==> src/rtl/mips_cpu_pkg.sv <==
// Shared types and constants for the mips_cpu bus arbiter: FSM states, the
// registered bus command bundle, and helpers that build a command per port.
package mips_cpu_pkg;

  localparam int unsigned BUS_W       = 32;
  localparam logic [3:0]  BYTEEN_WORD = 4'b1111;

  typedef enum logic [1:0] {
    IDLE,
    BUS_I,
    BUS_D,
    DONE
  } arb_state_t;

  typedef struct packed {
    logic [BUS_W-1:0] address;
    logic [BUS_W-1:0] writedata;
    logic [3:0]       byteenable;
    logic             read;
    logic             write;
  } bus_cmd_t;

  // Instruction fetch is always a full-word read.
  function automatic bus_cmd_t fetch_cmd(input logic [BUS_W-1:0] addr);
    bus_cmd_t c;
    c.address    = addr;
    c.writedata  = '0;
    c.byteenable = BYTEEN_WORD;
    c.read       = 1'b1;
    c.write      = 1'b0;
    return c;
  endfunction

  function automatic bus_cmd_t data_cmd(input logic             wr,
                                        input logic [BUS_W-1:0] addr,
                                        input logic [BUS_W-1:0] wdata,
                                        input logic [3:0]       be);
    bus_cmd_t c;
    c.address    = addr;
    c.writedata  = wdata;
    c.byteenable = be;
    c.read       = !wr;
    c.write      = wr;
    return c;
  endfunction

endpackage

==> src/rtl/mips_cpu_bus_arbiter_wait_counter.sv <==
// Saturating 8-bit stall counter. tc fires on the stall cycle that brings the
// count up to MAX_WAIT, so the owner can abort on that same edge.
module mips_cpu_bus_arbiter_wait_counter #(
  parameter int unsigned MAX_WAIT = 255
) (
  input  logic clk,
  input  logic reset,
  input  logic clear,
  input  logic inc,
  output logic tc
);

  localparam logic [7:0] TC_VAL = 8'(MAX_WAIT - 1);

  logic [7:0] count;

  always_ff @(posedge clk) begin
    if (reset || clear)
      count <= '0;
    else if (inc && count != 8'hFF)
      count <= count + 8'd1;
  end

  assign tc = inc && (count >= TC_VAL);

endmodule

==> src/rtl/mips_cpu_bus_arbiter.sv <==
// Two-port (fetch / load-store) arbiter for the single Avalon-style bus.
// One transfer in flight; command held through stalls; done pulses from DONE.
module mips_cpu_bus_arbiter
  import mips_cpu_pkg::*;
#(
  parameter bit          DATA_FIRST = 1'b1,
  parameter int unsigned MAX_WAIT   = 255
) (
  input  logic             clk,
  input  logic             reset,
  input  logic             i_req,
  input  logic [BUS_W-1:0] i_address,
  output logic             i_done,
  output logic [BUS_W-1:0] i_rdata,
  input  logic             d_req,
  input  logic             d_write,
  input  logic [BUS_W-1:0] d_address,
  input  logic [BUS_W-1:0] d_writedata,
  input  logic [3:0]       d_byteenable,
  output logic             d_done,
  output logic [BUS_W-1:0] d_rdata,
  output logic             bus_error,
  output logic [BUS_W-1:0] address,
  output logic             write,
  output logic             read,
  input  logic             waitrequest,
  output logic [BUS_W-1:0] writedata,
  output logic [3:0]       byteenable,
  input  logic [BUS_W-1:0] readdata
);

  arb_state_t state;
  bus_cmd_t   cmd;
  logic       owner_d;
  logic       timed_out;
  logic       in_bus;
  logic       wait_tc;

  assign in_bus = (state == BUS_I) || (state == BUS_D);

  mips_cpu_bus_arbiter_wait_counter #(
    .MAX_WAIT (MAX_WAIT)
  ) u_wait_counter (
    .clk   (clk),
    .reset (reset),
    .clear (!in_bus),
    .inc   (in_bus && waitrequest),
    .tc    (wait_tc)
  );

  assign address    = cmd.address;
  assign writedata  = cmd.writedata;
  assign byteenable = cmd.byteenable;
  assign read       = cmd.read;
  assign write      = cmd.write;

  always_ff @(posedge clk) begin
    if (reset) begin
      state     <= IDLE;
      cmd       <= '0;
      owner_d   <= 1'b0;
      timed_out <= 1'b0;
      i_done    <= 1'b0;
      d_done    <= 1'b0;
      bus_error <= 1'b0;
      i_rdata   <= '0;
      d_rdata   <= '0;
    end else begin
      i_done    <= 1'b0;
      d_done    <= 1'b0;
      bus_error <= 1'b0;
      case (state)
        IDLE: begin
          timed_out <= 1'b0;
          if (d_req && (DATA_FIRST || !i_req)) begin
            cmd     <= data_cmd(d_write, d_address, d_writedata, d_byteenable);
            owner_d <= 1'b1;
            state   <= BUS_D;
          end else if (i_req) begin
            cmd     <= fetch_cmd(i_address);
            owner_d <= 1'b0;
            state   <= BUS_I;
          end
        end
        BUS_I, BUS_D: begin
          if (!waitrequest) begin
            if (cmd.read) begin
              if (state == BUS_D) d_rdata <= readdata;
              else                i_rdata <= readdata;
            end
            cmd.read  <= 1'b0;
            cmd.write <= 1'b0;
            state     <= DONE;
          end else if (wait_tc) begin
            // Slave never answered: release the bus, report through DONE.
            cmd.read  <= 1'b0;
            cmd.write <= 1'b0;
            timed_out <= 1'b1;
            state     <= DONE;
          end
        end
        DONE: begin
          i_done    <= !owner_d;
          d_done    <= owner_d;
          bus_error <= timed_out;
          state     <= IDLE;
        end
        default: state <= IDLE;
      endcase
    end
  end

endmodule

==> config.mk <==
export PLATFORM = sky130hd
export DESIGN_NAME = mips_cpu_bus_arbiter
export DESIGN_NICKNAME = d
export VERILOG_FILES = /design/src/rtl/mips_cpu_pkg.sv /design/src/rtl/mips_cpu_bus_arbiter_wait_counter.sv /design/src/rtl/mips_cpu_bus_arbiter.sv
export SDC_FILE = /design/constraint.sdc
export NUM_CORES = 1
export LEC_CHECK = 0
export BUFFER_PORTS_ARGS = -buffer_cell sky130_fd_sc_hd__buf_4
export CORE_MARGIN = 2
export CORE_UTILIZATION = 49
export CTS_BUF_LIST = sky130_fd_sc_hd__clkbuf_16
export DETAILED_ROUTE_END_ITERATION = 12
export MAX_ROUTING_LAYER = met4
export PLACE_DENSITY_LB_ADDON = 0.08
export SLEW_MARGIN = 20
export SYNTH_ARGS = -nofsm -noshare
export SYNTH_HDL_FRONTEND = slang
export SYNTH_SLANG_ARGS = --single-unit
==> constraint.sdc <==
create_clock -name clk -period 4.05 [get_ports clk]
set_input_delay 0.6075 -clock clk [delete_from_list [all_inputs] [get_ports clk]]
set_output_delay 0.6075 -clock clk [all_outputs]
set_load 0.01 [all_outputs]
==> results of run 1 <==
==> worst min-delay path by stage <==
stage / startpoint / end / slack, ps / cells after the start
after global routing: readdata[19] / i_rdata[19]$_SDFFE_PP0P_ / 440 / 3
after floorplan: owner_d$_SDFFE_PP0P_ / i_done$_SDFF_PP0_ / 410 / 1
after global placement: owner_d$_SDFFE_PP0P_ / i_done$_SDFF_PP0_ / 430 / 1
after detailed placement: writedata[4]$_SDFFE_PP0P_ / writedata[4]$_SDFFE_PP0P_ / 450 / 2
after CTS: readdata[30] / i_rdata[30]$_SDFFE_PP0P_ / 430 / 3
final: readdata[30] / i_rdata[30]$_SDFFE_PP0P_ / 440 / 3
==> synthesized netlist by cell type, types with 4 or more instances <==
master,instances,share of area (%)
clkbuf_1,36,2.3
nand2_1,166,11
mux2i_1,33,5.7
xor2_1,6,0.91
buf_2,10,0.87
nand3_1,36,3.1
dfxtp_1,149,52
a211oi_1,33,4.3
buf_1,4,0.26
ha_1,8,1.7
o31ai_1,4,0.52
nor2_1,46,3.0
nand3b_1,6,0.78
o21ai_1,6,0.52
a21oi_1,99,8.6
==> metal layers <==
layer	GRT usage, %	part of all wire, %
met2	45.9	52
met4	10.0	2.2
met1	29.7	39
met3	7.02	7.4
met5	-	0
==> worst min-delay path, stage by stage <==
cell     delay [ps]
buf_4           110
nand2_1          50
a21oi_1          50
==> metrics by stage <==
stage / instance area (um^2) / hold slack, ps / utilization [%]
5_1_grt: 8410 / 436 / 73.6
6_report: 8410 / 445 / 73.6
3_3_place_gp: 7810 / 432 / 68.4
2_1_floorplan: 5750 / 414 / -
4_1_cts: 8400 / 429 / 73.6
3_5_place_dp: 7820 / 447 / 68.5
==> logic make-up after synthesis <==
group	Yosys count	share of synthesized area [%]
fa+ha+maj	8	1.74
compound gates	149	15.1
simple gates	275	20.3
xor+xnor	7	1.07
flops	149	51.8
mux	33	5.74
buf+inv	57	4.26
==> power by group through the flow <==
stage	Clock [mW]	Combinational, mW	Sequential (mW)
floorplan	0	0.739	2.02
global placement	0	1.49	1.91
detailed placement	0	1.55	1.92
CTS	1.58	1.55	1.90
global route	1.65	1.69	1.92
finish	1.56	1.54	1.90
==> cell type report <==
class                   instances  area [um^2]
fillers                       885         3010
multi-input cells             472         2540
clock inverters                15          161
inverters                       3         11.3
repair buffers                281         2110
well taps                     143          179
clock buffers                  17          425
flip-flops and latches        149         2980
==> flip-flops by register name, indices dropped and copies added (netlist names) <==
signal	cells
address	32
bus_error	1
byteenable	4
d_done	1
d_rdata	32
i_done	1
i_rdata	32
owner_d	1
read	1
state	2
timed_out	1
u_wait_counter.count	8
write	1
writedata	32
==> flow_summary.yaml, run 1 <==
status:
  outcome: "complete, no violations"
pwr:
  ir_worst_vdd_v: 0.000458
  power_leakage_nw: 3.70
  switching_power_mw: 1.63
  swShare_pct: 32.5
  power_frac_clock_pct: 31.2
  power_mw: 5.00
  power_density_mw_per_mm2: 595
  pwr-share-comb_pct: 30.8
  internal_power_mw: 3.37
  power_frac_seq_pct: 37.9
logic_synthesis:
  synth_ff_type: "dfxtp_1"
  synth.distinct_cells: 37
  async_reset_ff_share_pct: 0
  syn_area_mm2: 0.00575
  synthCells: 678
  ys_warn_count: 0
  synth_seq_cells: 149
  syn_nets: 824
  ys_seq_area_share_pct: 51.8
  synth_edf_count: 0
  syn_area_per_cell_um2: 8.49
hold_path:
  min_path_type: "in -> reg"
setup_path:
  cp-start-kind: "flop"
  cpMostUsedCell: "buf_4"
  path_buf_inv: 3
  path_cells: "inv_1 -> ha_1 -> buf_4 -> o21a_2 -> buf_4 -> nor2_1 -> a211oi_1"
  endpoint: "address[10]$_SDFFE_PP0P_"
  crit_path_top_delay_cell: "o21a_2"
  r2r_slack_ps: 1540
  critical-path-top-delay-family: "compound AO/OA/AOI/OAI gates"
  required_ps: 4370
  crit_start: "state[0]$_SDFFE_PP0P_"
  reg2reg_from: "state[0]$_SDFFE_PP0P_"
  slowest_delay_ps: 810
  cp-end-kind: "flop"
  arrival_ps: 2830
  critPathKind: "reg -> reg"
  critical_path_depth: 7
  timing.rr.end: "address[10]$_SDFFE_PP0P_"
  cp_max_fo: 52
  reg2reg_depth: 7
clocking:
  cts.clk_slew.worst_paths_ps: 60
  clkSinkCount: 149
  cts-resized-gates: 0
  clk_path_buf_depth: 2
  numCtsBuffers: 17
  cts_setup_buffers: 0
  cts_max_level: 4
  cts_tree: "built"
  cts_hold_repair.buffers: 0
  ctsRootBufferMaster: "clkbuf_16"
  clk_latency_ps: 420
cells_and_area:
  finalNonFillerCells: 1080
  area_growth_pct: 46.1
  final_common_cell: "buf_4"
  num-nets-final: 1070
  diodes: 0
  layout_common_cells: "281 x buf_4, 165 x nand2_1, 149 x dfxtp_1, 99 x a21oi_1, 46 x nor2_1"
  post_route_cells_drive_above_1_share_pct: 33.9
timing:
  fin_crit_ps: 2510
  relSlewSlack_pct: 39.3
  finalSetupViolCount: 0
  tightest_slew_ps: 910
  fin_crit_sh_pct: 61.9
  hold_viol_final: 0
  max_freq_ghz: 0.399
  rsz0062_at_grt: "false"
  layout_setup_ws_ps: 1540
  final.setup.tns_ps: 0
  maxSlewViolCount: 0
  skew_ps: 6.51
drt:
  drc: 0
  firstDrtPassIters: 5
  routed_via_density: 5.24
  drt_wl_total_um: 16600
  num_vias: 5659
  drt_iter0_drc: 477
  avgRoutedWirePerCell_um: 15.4
  final_antenna_net_count: 0
global_routing:
  grt_pass1_wl_um: 26100
  groute.usage.overall_pct: 26.7
  grt_max_degree: 89
  grt_overflow: 0
  grt_pass1_vias: 5364
  antenna_found_initial: 0
place:
  dpl.hpwl_um: 12000
  gp_congestion: 0.817
  port-buffer-count: 274
  placed_cells: 1048
  dp_slack_ps: 1560
floorplanning:
  fp.dieW_um: 112
  io_pins: 275
  chipHeight_um: 112
  coreArea_mm2: 0.0114
  start_util_pct: 50.4
  rows: 39
  die_area_mm2: 0.0126
job:
  drv_cap: 0
Note: power is estimated with default switching activity, not from simulation.
==> inputs of run 2 (changes only) <==
- CORE_UTILIZATION: 49 -> 42
- clock period: 4.05 -> 2.2 ns (I/O delays scaled with it)
==> run 2 against run 1 <==
Effect of this change: final area is 1.9% higher; sequential power increased by 83%; wire length rose by 1.5%; utilization is 9.2 points lower; maximum frequency is 38% higher; die area is 16% higher; critical path type unchanged.
==> flow_summary.yaml, run 2 (synthesis gave the netlist of run 1 again) <==
floorplanning:
  die_area_mm2: 0.0147
  coreArea_mm2: 0.0133
  io_pins: 275
  rows: 42
  chipHeight_um: 121
  fp.dieW_um: 121
  start_util_pct: 43.3
place:
  gp_congestion: 0.816
  port-buffer-count: 274
  dpl.hpwl_um: 12100
  dp_slack_ps: 390
cells_and_area:
  final_common_cell: "buf_4"
  layout_common_cells: "283 x buf_4, 166 x nand2_1, 149 x dfxtp_1, 99 x a21oi_1, 46 x nor2_1"
  area_growth_pct: 48.9
  post_route_cells_drive_above_1_share_pct: 33.9
  num-nets-final: 1075
  diodes: 0
clocking:
  clkSinkCount: 149
  cts_tree: "built"
  cts_max_level: 4
  clk_path_buf_depth: 2
  numCtsBuffers: 17
  cts_hold_repair.buffers: 0
  ctsRootBufferMaster: "clkbuf_16"
  cts_setup_buffers: 0
  cts.clk_slew.worst_paths_ps: 60
  cts-resized-gates: 0
  clk_latency_ps: 420
timing:
  max_freq_ghz: 0.549
  rsz0062_at_grt: "false"
  fin_crit_ps: 1820
  fin_crit_sh_pct: 82.9
  final.setup.tns_ps: 0
  hold-worst-slack_ps: 159
  relSlewSlack_pct: 66.1
  skew_ps: 9.00
  finalSetupViolCount: 0
  hold_viol_final: 0
  layout_setup_ws_ps: 377
  tightest_slew_ps: 508
  maxSlewViolCount: 0
setup_path:
  path_buf_inv: 2
  critical-path-top-delay-family: "buffers and inverters"
  cp-start-kind: "flop"
  slowest_delay_ps: 440
  reg2reg_from: "state[1]$_SDFFE_PP0P_"
  r2r_slack_ps: 380
  reg2reg_depth: 6
  cp-end-kind: "flop"
  timing.rr.end: "i_rdata[15]$_SDFFE_PP0P_"
  crit_start: "state[1]$_SDFFE_PP0P_"
  crit_path_top_delay_cell: "ha_1"
  required_ps: 2550
  critPathKind: "reg -> reg"
  cp_max_fo: 32
  path_cells: "inv_1 -> ha_1 -> and3b_1 -> buf_4 -> nand2_1 -> a21oi_1"
  arrival_ps: 2170
global_routing:
  antenna_found_initial: 0
  grt_pass1_wl_um: 25900
  grt_pass1_vias: 5317
  grt_overflow: 0
  grt_max_degree: 57
  groute.usage.overall_pct: 23.0
drt:
  avgRoutedWirePerCell_um: 15.1
  final_antenna_net_count: 0
  wl_met2_um: 8330
  routed_via_density: 5.04
  drt_wl_total_um: 16900
  wl_met3_um: 1370
  drt_iter0_drc: 287
  drc: 0
  num_vias: 5634
  firstDrtPassIters: 6
  top_layer: "met4"
  met1_length_um: 6860
hold_path:
  hold-path-endpoint: "i_rdata[2]$_SDFFE_PP0P_"
  hold_path_depth: 3
  min_path_type: "in -> reg"
  min-delay-start: "readdata[2]"
pwr:
  ir_worst_vdd_v: 0.000532
  power_leakage_nw: 3.76
  power_density_mw_per_mm2: 1110
status:
  outcome: "complete, no violations"
job:
  drv_cap: 0
-- run 2: cell types whose count changed in the layout (fill, tap and decap cells not counted) --
cell        previous run  this run
clkinv_2               5         1
buf_12                 0         3
buf_4                281       283
bufinv_16              3         5
inv_1                  3         5
and2_1                 1         2
and2_2                 1         0
and3b_1                2         3
and3b_2                1         0
clkinv_1               2         1
clkinvlp_4             4         5
nand2_1              165       166
nand2_2                1         0
-- run 2: power breakdown --
group | switching [mW] | leakage, nW | internal [mW]
Clock | 1.12 | 0.302 | 2.00
Combinational | 1.59 | 2.24 | 1.27
Sequential | 0.288 | 1.22 | 3.20
Total | 3.01 | 3.76 | 6.47
-- run 2: per-layer routing --
metal  GRT usage, %  vias to the layer above
li1               -                     2807
met1           25.9                     2597
met2           38.6                      205
met3           6.72                       25
met4           8.58                        0
met5              -                        -
-- run 2: area by class of cell --
| type | instances | area (um^2) |
|---|---|---|
| clock buffers | 17 | 425 |
| clock inverters | 15 | 213 |
| fillers | 1120 | 4730 |
| inverters | 3 | 11.3 |
| multi-input cells | 472 | 2530 |
| flip-flops and latches | 149 | 2980 |
| well taps | 176 | 220 |
| repair buffers | 286 | 2180 |
-- run 2: metrics by stage --
step | utilization [%] | total power, mW | std cells | cell area (um^2)
2_1_floorplan | - | 5.07 | 678 | 5750
3_3_place_gp | 59.6 | 6.33 | 1086 | 7930
3_5_place_dp | 59.6 | 6.41 | 1086 | 7930
4_1_cts | 64.4 | 9.55 | 1118 | 8570
5_1_grt | 64.4 | 9.97 | 1118 | 8570
6_report | 64.4 | 9.47 | 1118 | 8570
-- run 2: worst max-delay path by stage --
stage | endpoint | slack, ps | depth (start not counted)
6_report | i_rdata[15]$_SDFFE_PP0P_ | 380 | 6
4_1_cts | i_rdata[15]$_SDFFE_PP0P_ | 380 | 6
3_5_place_dp | i_rdata[15]$_SDFFE_PP0P_ | 390 | 6
2_1_floorplan | state[0]$_SDFFE_PP0P_ | 610 | 6
3_3_place_gp | writedata[31]$_SDFFE_PP0P_ | 500 | 7
5_1_grt | i_rdata[3]$_SDFFE_PP0P_ | 240 | 6
-- run 2: worst min-delay path: stages --
cell     delay [ps]
buf_4           110
nand2_1          40
a21oi_1          50
